### config.mk
export PLATFORM = sky130hd
export DESIGN_NAME = soc_boot_copier
export DESIGN_NICKNAME = d
export VERILOG_FILES = /design/src/rtl/soc_boot_copier.sv
export SDC_FILE = /design/constraint.sdc
export NUM_CORES = 1
export LEC_CHECK = 0
export BUFFER_PORTS_ARGS = -buffer_cell sky130_fd_sc_hd__clkbuf_2
export CELL_PAD_IN_SITES_DETAIL_PLACEMENT = 0
export CELL_PAD_IN_SITES_GLOBAL_PLACEMENT = 1
export CORE_ASPECT_RATIO = 1.1
export CORE_UTILIZATION = 35
export CTS_CLUSTER_SIZE = 40
export DETAILED_ROUTE_END_ITERATION = 8
export PLACE_DENSITY_LB_ADDON = 0.1
export SLEW_MARGIN = 15
export SYNTH_ARGS = -nofsm -noshare
export SYNTH_HDL_FRONTEND = slang
export SYNTH_SLANG_ARGS = --single-unit
### constraint.sdc
create_clock -name clk -period 5.5 [get_ports clk]
set_clock_uncertainty 0.15 [all_clocks]
set_input_delay 0 -clock clk [delete_from_list [all_inputs] [get_ports clk]]
set_output_delay 0 -clock clk [all_outputs]
set_load 0.02 [all_outputs]
### src/rtl/soc_boot_copier.sv
// Boot copier: Wishbone master that copies WORDS 32-bit words from boot ROM to RAM,
// holding the CPU in reset until the copy succeeds.
module soc_boot_copier #(
    parameter int          AW       = 32,
    parameter int          DW       = 32,
    parameter logic [31:0] SRC_BASE = 32'h0000_0000,
    parameter logic [31:0] DST_BASE = 32'h0000_1000,
    parameter int          WORDS    = 64,
    parameter int          TIMEOUT  = 255
) (
    input  logic          clk,
    input  logic          rst,
    input  logic          start_i,
    output logic [AW-1:0] wb_adr_o,
    output logic [DW-1:0] wb_dat_o,
    output logic [3:0]    wb_sel_o,
    output logic          wb_we_o,
    output logic          wb_cyc_o,
    output logic          wb_stb_o,
    input  logic [DW-1:0] wb_dat_i,
    input  logic          wb_ack_i,
    input  logic          wb_err_i,
    input  logic          wb_rty_i,
    output logic          busy_o,
    output logic          done_o,
    output logic          error_o,
    output logic          cpu_rst_o
);

    localparam logic [2:0] S_IDLE  = 3'd0;
    localparam logic [2:0] S_READ  = 3'd1;
    localparam logic [2:0] S_WRITE = 3'd2;
    localparam logic [2:0] S_DONE  = 3'd3;
    localparam logic [2:0] S_ERROR = 3'd4;

    localparam logic [AW-1:0] SRC_A    = AW'(SRC_BASE);
    localparam logic [AW-1:0] DST_A    = AW'(DST_BASE);
    localparam logic [15:0]   LAST_IDX = 16'(WORDS - 1);
    localparam logic [15:0]   TMO_LAST = 16'(TIMEOUT - 1);

    logic [2:0]    state_q, state_d;
    logic [15:0]   idx_q, idx_d;
    logic [15:0]   tmo_q, tmo_d;
    logic          start_q, start_d;
    logic          arm_q, arm_d;
    logic          stb_q, stb_d;
    logic          we_q, we_d;
    logic [3:0]    sel_q, sel_d;
    logic [AW-1:0] adr_q, adr_d;
    logic [DW-1:0] dat_q, dat_d;
    logic          busy_q, busy_d;
    logic          done_q, done_d;
    logic          err_q, err_d;
    logic          cpu_rst_q, cpu_rst_d;

    function automatic logic [AW-1:0] word_addr(input logic [AW-1:0] base, input logic [15:0] i);
        return base + (AW'(i) << 2);
    endfunction

    always_comb begin
        state_d = state_q;
        idx_d   = idx_q;
        tmo_d   = tmo_q;
        start_d = start_i;
        // arm_q keeps a start level held across reset release from looking like an edge
        arm_d   = 1'b1;
        stb_d   = stb_q;
        we_d    = we_q;
        adr_d   = adr_q;
        dat_d   = dat_q;

        case (state_q)
            S_IDLE: begin
                if (arm_q && start_i && !start_q) begin
                    state_d = S_READ;
                    idx_d   = 16'd0;
                    tmo_d   = 16'd0;
                    stb_d   = 1'b1;
                    we_d    = 1'b0;
                    adr_d   = word_addr(SRC_A, 16'd0);
                end
            end
            S_READ, S_WRITE: begin
                if (stb_q) begin
                    if (wb_err_i || wb_rty_i) begin
                        stb_d   = 1'b0;
                        state_d = S_ERROR;
                    end else if (wb_ack_i) begin
                        stb_d = 1'b0;
                        if (state_q == S_READ) dat_d = wb_dat_i;
                    end else if (tmo_q == TMO_LAST) begin
                        stb_d   = 1'b0;
                        state_d = S_ERROR;
                    end else begin
                        tmo_d = tmo_q + 16'd1;
                    end
                end else begin
                    // stb low inside READ/WRITE is the mandatory idle cycle after an ack
                    tmo_d = 16'd0;
                    if (state_q == S_READ) begin
                        state_d = S_WRITE;
                        stb_d   = 1'b1;
                        we_d    = 1'b1;
                        adr_d   = word_addr(DST_A, idx_q);
                    end else if (idx_q == LAST_IDX) begin
                        state_d = S_DONE;
                    end else begin
                        state_d = S_READ;
                        idx_d   = idx_q + 16'd1;
                        stb_d   = 1'b1;
                        we_d    = 1'b0;
                        adr_d   = word_addr(SRC_A, idx_q + 16'd1);
                    end
                end
            end
            default: ;
        endcase

        sel_d     = stb_d ? 4'hF : 4'h0;
        busy_d    = (state_d == S_READ) || (state_d == S_WRITE);
        done_d    = (state_d == S_DONE);
        err_d     = (state_d == S_ERROR);
        cpu_rst_d = (state_d != S_DONE);
    end

    always_ff @(posedge clk or posedge rst) begin
        if (rst) begin
            state_q   <= S_IDLE;
            idx_q     <= '0;
            tmo_q     <= '0;
            start_q   <= 1'b0;
            arm_q     <= 1'b0;
            stb_q     <= 1'b0;
            we_q      <= 1'b0;
            sel_q     <= 4'h0;
            adr_q     <= '0;
            dat_q     <= '0;
            busy_q    <= 1'b0;
            done_q    <= 1'b0;
            err_q     <= 1'b0;
            cpu_rst_q <= 1'b1;
        end else begin
            state_q   <= state_d;
            idx_q     <= idx_d;
            tmo_q     <= tmo_d;
            start_q   <= start_d;
            arm_q     <= arm_d;
            stb_q     <= stb_d;
            we_q      <= we_d;
            sel_q     <= sel_d;
            adr_q     <= adr_d;
            dat_q     <= dat_d;
            busy_q    <= busy_d;
            done_q    <= done_d;
            err_q     <= err_d;
            cpu_rst_q <= cpu_rst_d;
        end
    end

    assign wb_adr_o  = adr_q;
    assign wb_dat_o  = dat_q;
    assign wb_sel_o  = sel_q;
    assign wb_we_o   = we_q;
    assign wb_cyc_o  = stb_q;
    assign wb_stb_o  = stb_q;
    assign busy_o    = busy_q;
    assign done_o    = done_q;
    assign error_o   = err_q;
    assign cpu_rst_o = cpu_rst_q;

endmodule

==> results.sh <==
export IMPL_status="completed"
export IMPL_ys_ff_latch=92
export IMPL_viasPerCell=4.98
export IMPL_die_y_um=121
export IMPL_hold_path_startpoint="wb_ack_i"
export IMPL_path_class="flop to flop"
export IMPL_cp_required_ps=5580
export IMPL_setup_ws_ps=1830
export IMPL_grt_pass1_vias=3499
export IMPL_finalCriticalPeriod_ps=3670
export IMPL_die_area_um2=13400
export IMPL_path_max_fanout=19
export IMPL_place_area_um2=5060
export IMPL_antennaDiodeCount=0
export IMPL_p_clk_frac=0.257
export IMPL_worst_pin_slew_ps=947
export IMPL_cts_root_buffer="clkbuf_16"
export IMPL_synth_largest_area_cell="dfrtp_1"
export IMPL_crit_path_end_kind="flop"
export IMPL_synthesis_instances=441
export IMPL_swShare=0.384
export IMPL_dpl_hpwl_um=7500
export IMPL_powerDensity_nw_per_um2=450
export IMPL_grt_max_degree=73
export IMPL_worstSkewPairLatency_ps=350
export IMPL_initial_core_util=0.359
export IMPL_cp_endpoint="wb_adr_o[14]$_DFFE_PP0P_"
export IMPL_final_cell_area_um2=5760
export IMPL_setup_viol=0
export IMPL_leakage_nw=2.75
export IMPL_r2r_setup_slack_ps=1830
export IMPL_critPathArrivalTime_ps=3750
export IMPL_ys_top_cells_by_area="dfrtp_1 (50%), mux2_2 (7.9%), o21ai_0 (4.3%)"
export IMPL_r2r_start="idx_q[10]$_DFFE_PP0P_"
export IMPL_rows=43
export IMPL_port_buffers=97
export IMPL_postCtsHoldBufs=38
export IMPL_dp_cells=672
export IMPL_wl_per_cell_um=15.0
export IMPL_cp_startpoint="idx_q[10]$_DFFE_PP0P_"
export IMPL_hp_class="input pin to flop"
export IMPL_ff2ff_path_depth=9
export IMPL_drc=0
export IMPL_synth_cell_type_count=48
export IMPL_num_vias=3615
export IMPL_drive_gt1_frac=0.281
export IMPL_fin_crit_sh=0.667
export IMPL_ioPinCount=113
export IMPL_cts_setup_buffers=0
export IMPL_track_usage=0.173
export IMPL_holdWs_ps=36.6
export IMPL_synth_edf_count=0
export IMPL_antenna_found_initial=0
export IMPL_gp_congestion=0.783
export IMPL_synth_area_um2=4540
export IMPL_synth_ff_type="dfrtp_1"
export IMPL_cts_max_level=3
export IMPL_drt_iter0_drc=172
export IMPL_avgSynthCellArea_um2=10.3
export IMPL_cts_tree="done"
export IMPL_clk_pin_slew_ps=70
export IMPL_intPower_mw=1.59
export IMPL_whs_path_depth=4
export IMPL_setup_tns_ps=0
export IMPL_power_frac_seq=0.414
export IMPL_report_final_slew_viol_count=0
export IMPL_cts_buffers=9
export IMPL_slew_limit_headroom=0.368
export IMPL_setup_worst_path_start_class="flop"
export IMPL_ys_seq_area_frac=0.508
export IMPL_post_route_util=0.455
export IMPL_netlist_area_leader_share=0.502
export IMPL_place_ws_ps=1840
export IMPL_rsz0062_at_grt="no"
export IMPL_drv_cap=0
export IMPL_synth_async_reset_ratio=1.00
export IMPL_p_switching_uw=994
export IMPL_die_w_um=111
export IMPL_layout_nets=607
export IMPL_routed_wl_um=10900
export IMPL_dr_pass1_iters=4
export IMPL_grt_overflow_total=0
export IMPL_fmax_ghz=0.273
export IMPL_grt_pass1_wl_um=18100
export IMPL_ant_nets=0
export IMPL_vdd_ir_drop_max_mv=0.197
export IMPL_area_delta_synth_final_pct=26.9
export IMPL_clockBufferDepth=2
export IMPL_yosys_warnings=0
export IMPL_design_core_area_um2=12600
export IMPL_comb_power_share=0.329
export IMPL_regToRegEndpoint="wb_adr_o[14]$_DFFE_PP0P_"
export IMPL_finalNonFillerCells=726
export IMPL_cts_sinks=92
export IMPL_p_total_mw=2.59
export IMPL_cts_resized=0
export IMPL_finalHoldViolCount=0
==> cells in the final DEF, fill, tap and decap left out, drive strengths merged, types with 3 or more instances in the layout <==
cell type,n
inv,11
xor2,14
dfrtp,91
nor3,6
nand3,22
xnor2,13
and3,12
buf,4
ha,5
nand4,12
conb,16
nor2,43
a21oi,10
o31ai,24
and2,4
or4,3
o21ai,39
clkbuf,109
nand2,34
dlygate4sd3,38
mux2,33
==> synth_stat cells (3+ instances only) <==
library cell and instances:
and2_1 3, nand4_1 12, nor3_1 6, nand2_1 33, or4_1 3, o21ai_0 39
mux2_2 32, nand3_1 22, clkbuf_1 13, a21oi_1 9, o31ai_1 24, and3_1 10
xnor2_1 13, ha_1 5, dfrtp_1 91, inv_1 11, buf_4 21, xor2_1 14
buf_2 6, nor2_1 42
==> logic make-up (layout without fill, tap and decap cells) <==
logic type | after synthesis | after routing | synth area share
multiplexers | 34 | 34 | 0.0849
buffers and inverters | 52 | 166 | 0.0623
adder cells (fa/ha/maj) | 5 | 5 | 0.0138
XOR/XNOR | 27 | 27 | 0.0521
AO/OA/AOI/OAI | 83 | 83 | 0.117
flip-flops | 92 | 92 | 0.508
AND/OR/NAND/NOR | 146 | 146 | 0.161
other | 2 | 16 | 0.00166
==> worst min path at each step <==
stage,to
after floorplan,start_q$_DFF_PP0_
after global placement,wb_dat_o[29]$_DFFE_PP0P_
after detailed placement,wb_dat_o[2]$_DFFE_PP0P_
after CTS,tmo_q[9]$_DFFE_PP0P_
after global routing,tmo_q[9]$_DFFE_PP0P_
final,tmo_q[9]$_DFFE_PP0P_
==> per-layer routing <==
metal	GRT usage	routed length (um)	up-vias	part of all wire
li1	-	-	1759	-
met1	0.220	4940	1766	0.45
met2	0.288	5400	75	0.49
met3	0.0295	361	15	0.033
met4	0.0800	209	0	0.019
met5	0	0	-	0
==> worst max-delay path, cell delays in order, from the launching register on <==
cell and delay, ps:
dfrtp_1 440, inv_1 100, ha_1 140, nor4b_1 270, nand4_1 410, a21oi_2 760
a21boi_2 640, buf_4 320, nand2b_1 190, o21ai_0 110
==> flip-flops by register name, indices dropped and copies added, names as in the netlist, named ones only <==
name / count
arm_q: 1
busy_o: 1
cpu_rst_o: 1
done_o: 1
error_o: 1
idx_q: 16
start_q: 1
state_q: 3
tmo_q: 16
wb_adr_o: 17
wb_dat_o: 32
wb_we_o: 1
==> cell type report <==
class                           instances  area, um2
Fill cell                            1222       6890
Sequential cell                        92       2300
Multi-Input combinational cell        311       2010
Timing Repair Buffer                  139        896
Clock buffer                           12        236
Tap cell                              157        196
Clock inverter                          4       73.8
Inverter                               11       42.5
==> power by group through the flow <==
stage / clock (mW) / sequential, mW / combinational (mW)
after global routing: 0.712 / 1.11 / 0.936
after global placement: 0 / 1.07 / 0.845
after floorplan: 0 / 1.15 / 0.522
after detailed placement: 0 / 1.08 / 0.843
after CTS: 0.686 / 1.07 / 0.867
final: 0.666 / 1.07 / 0.852
Note: power is estimated with default switching activity, not from simulation.
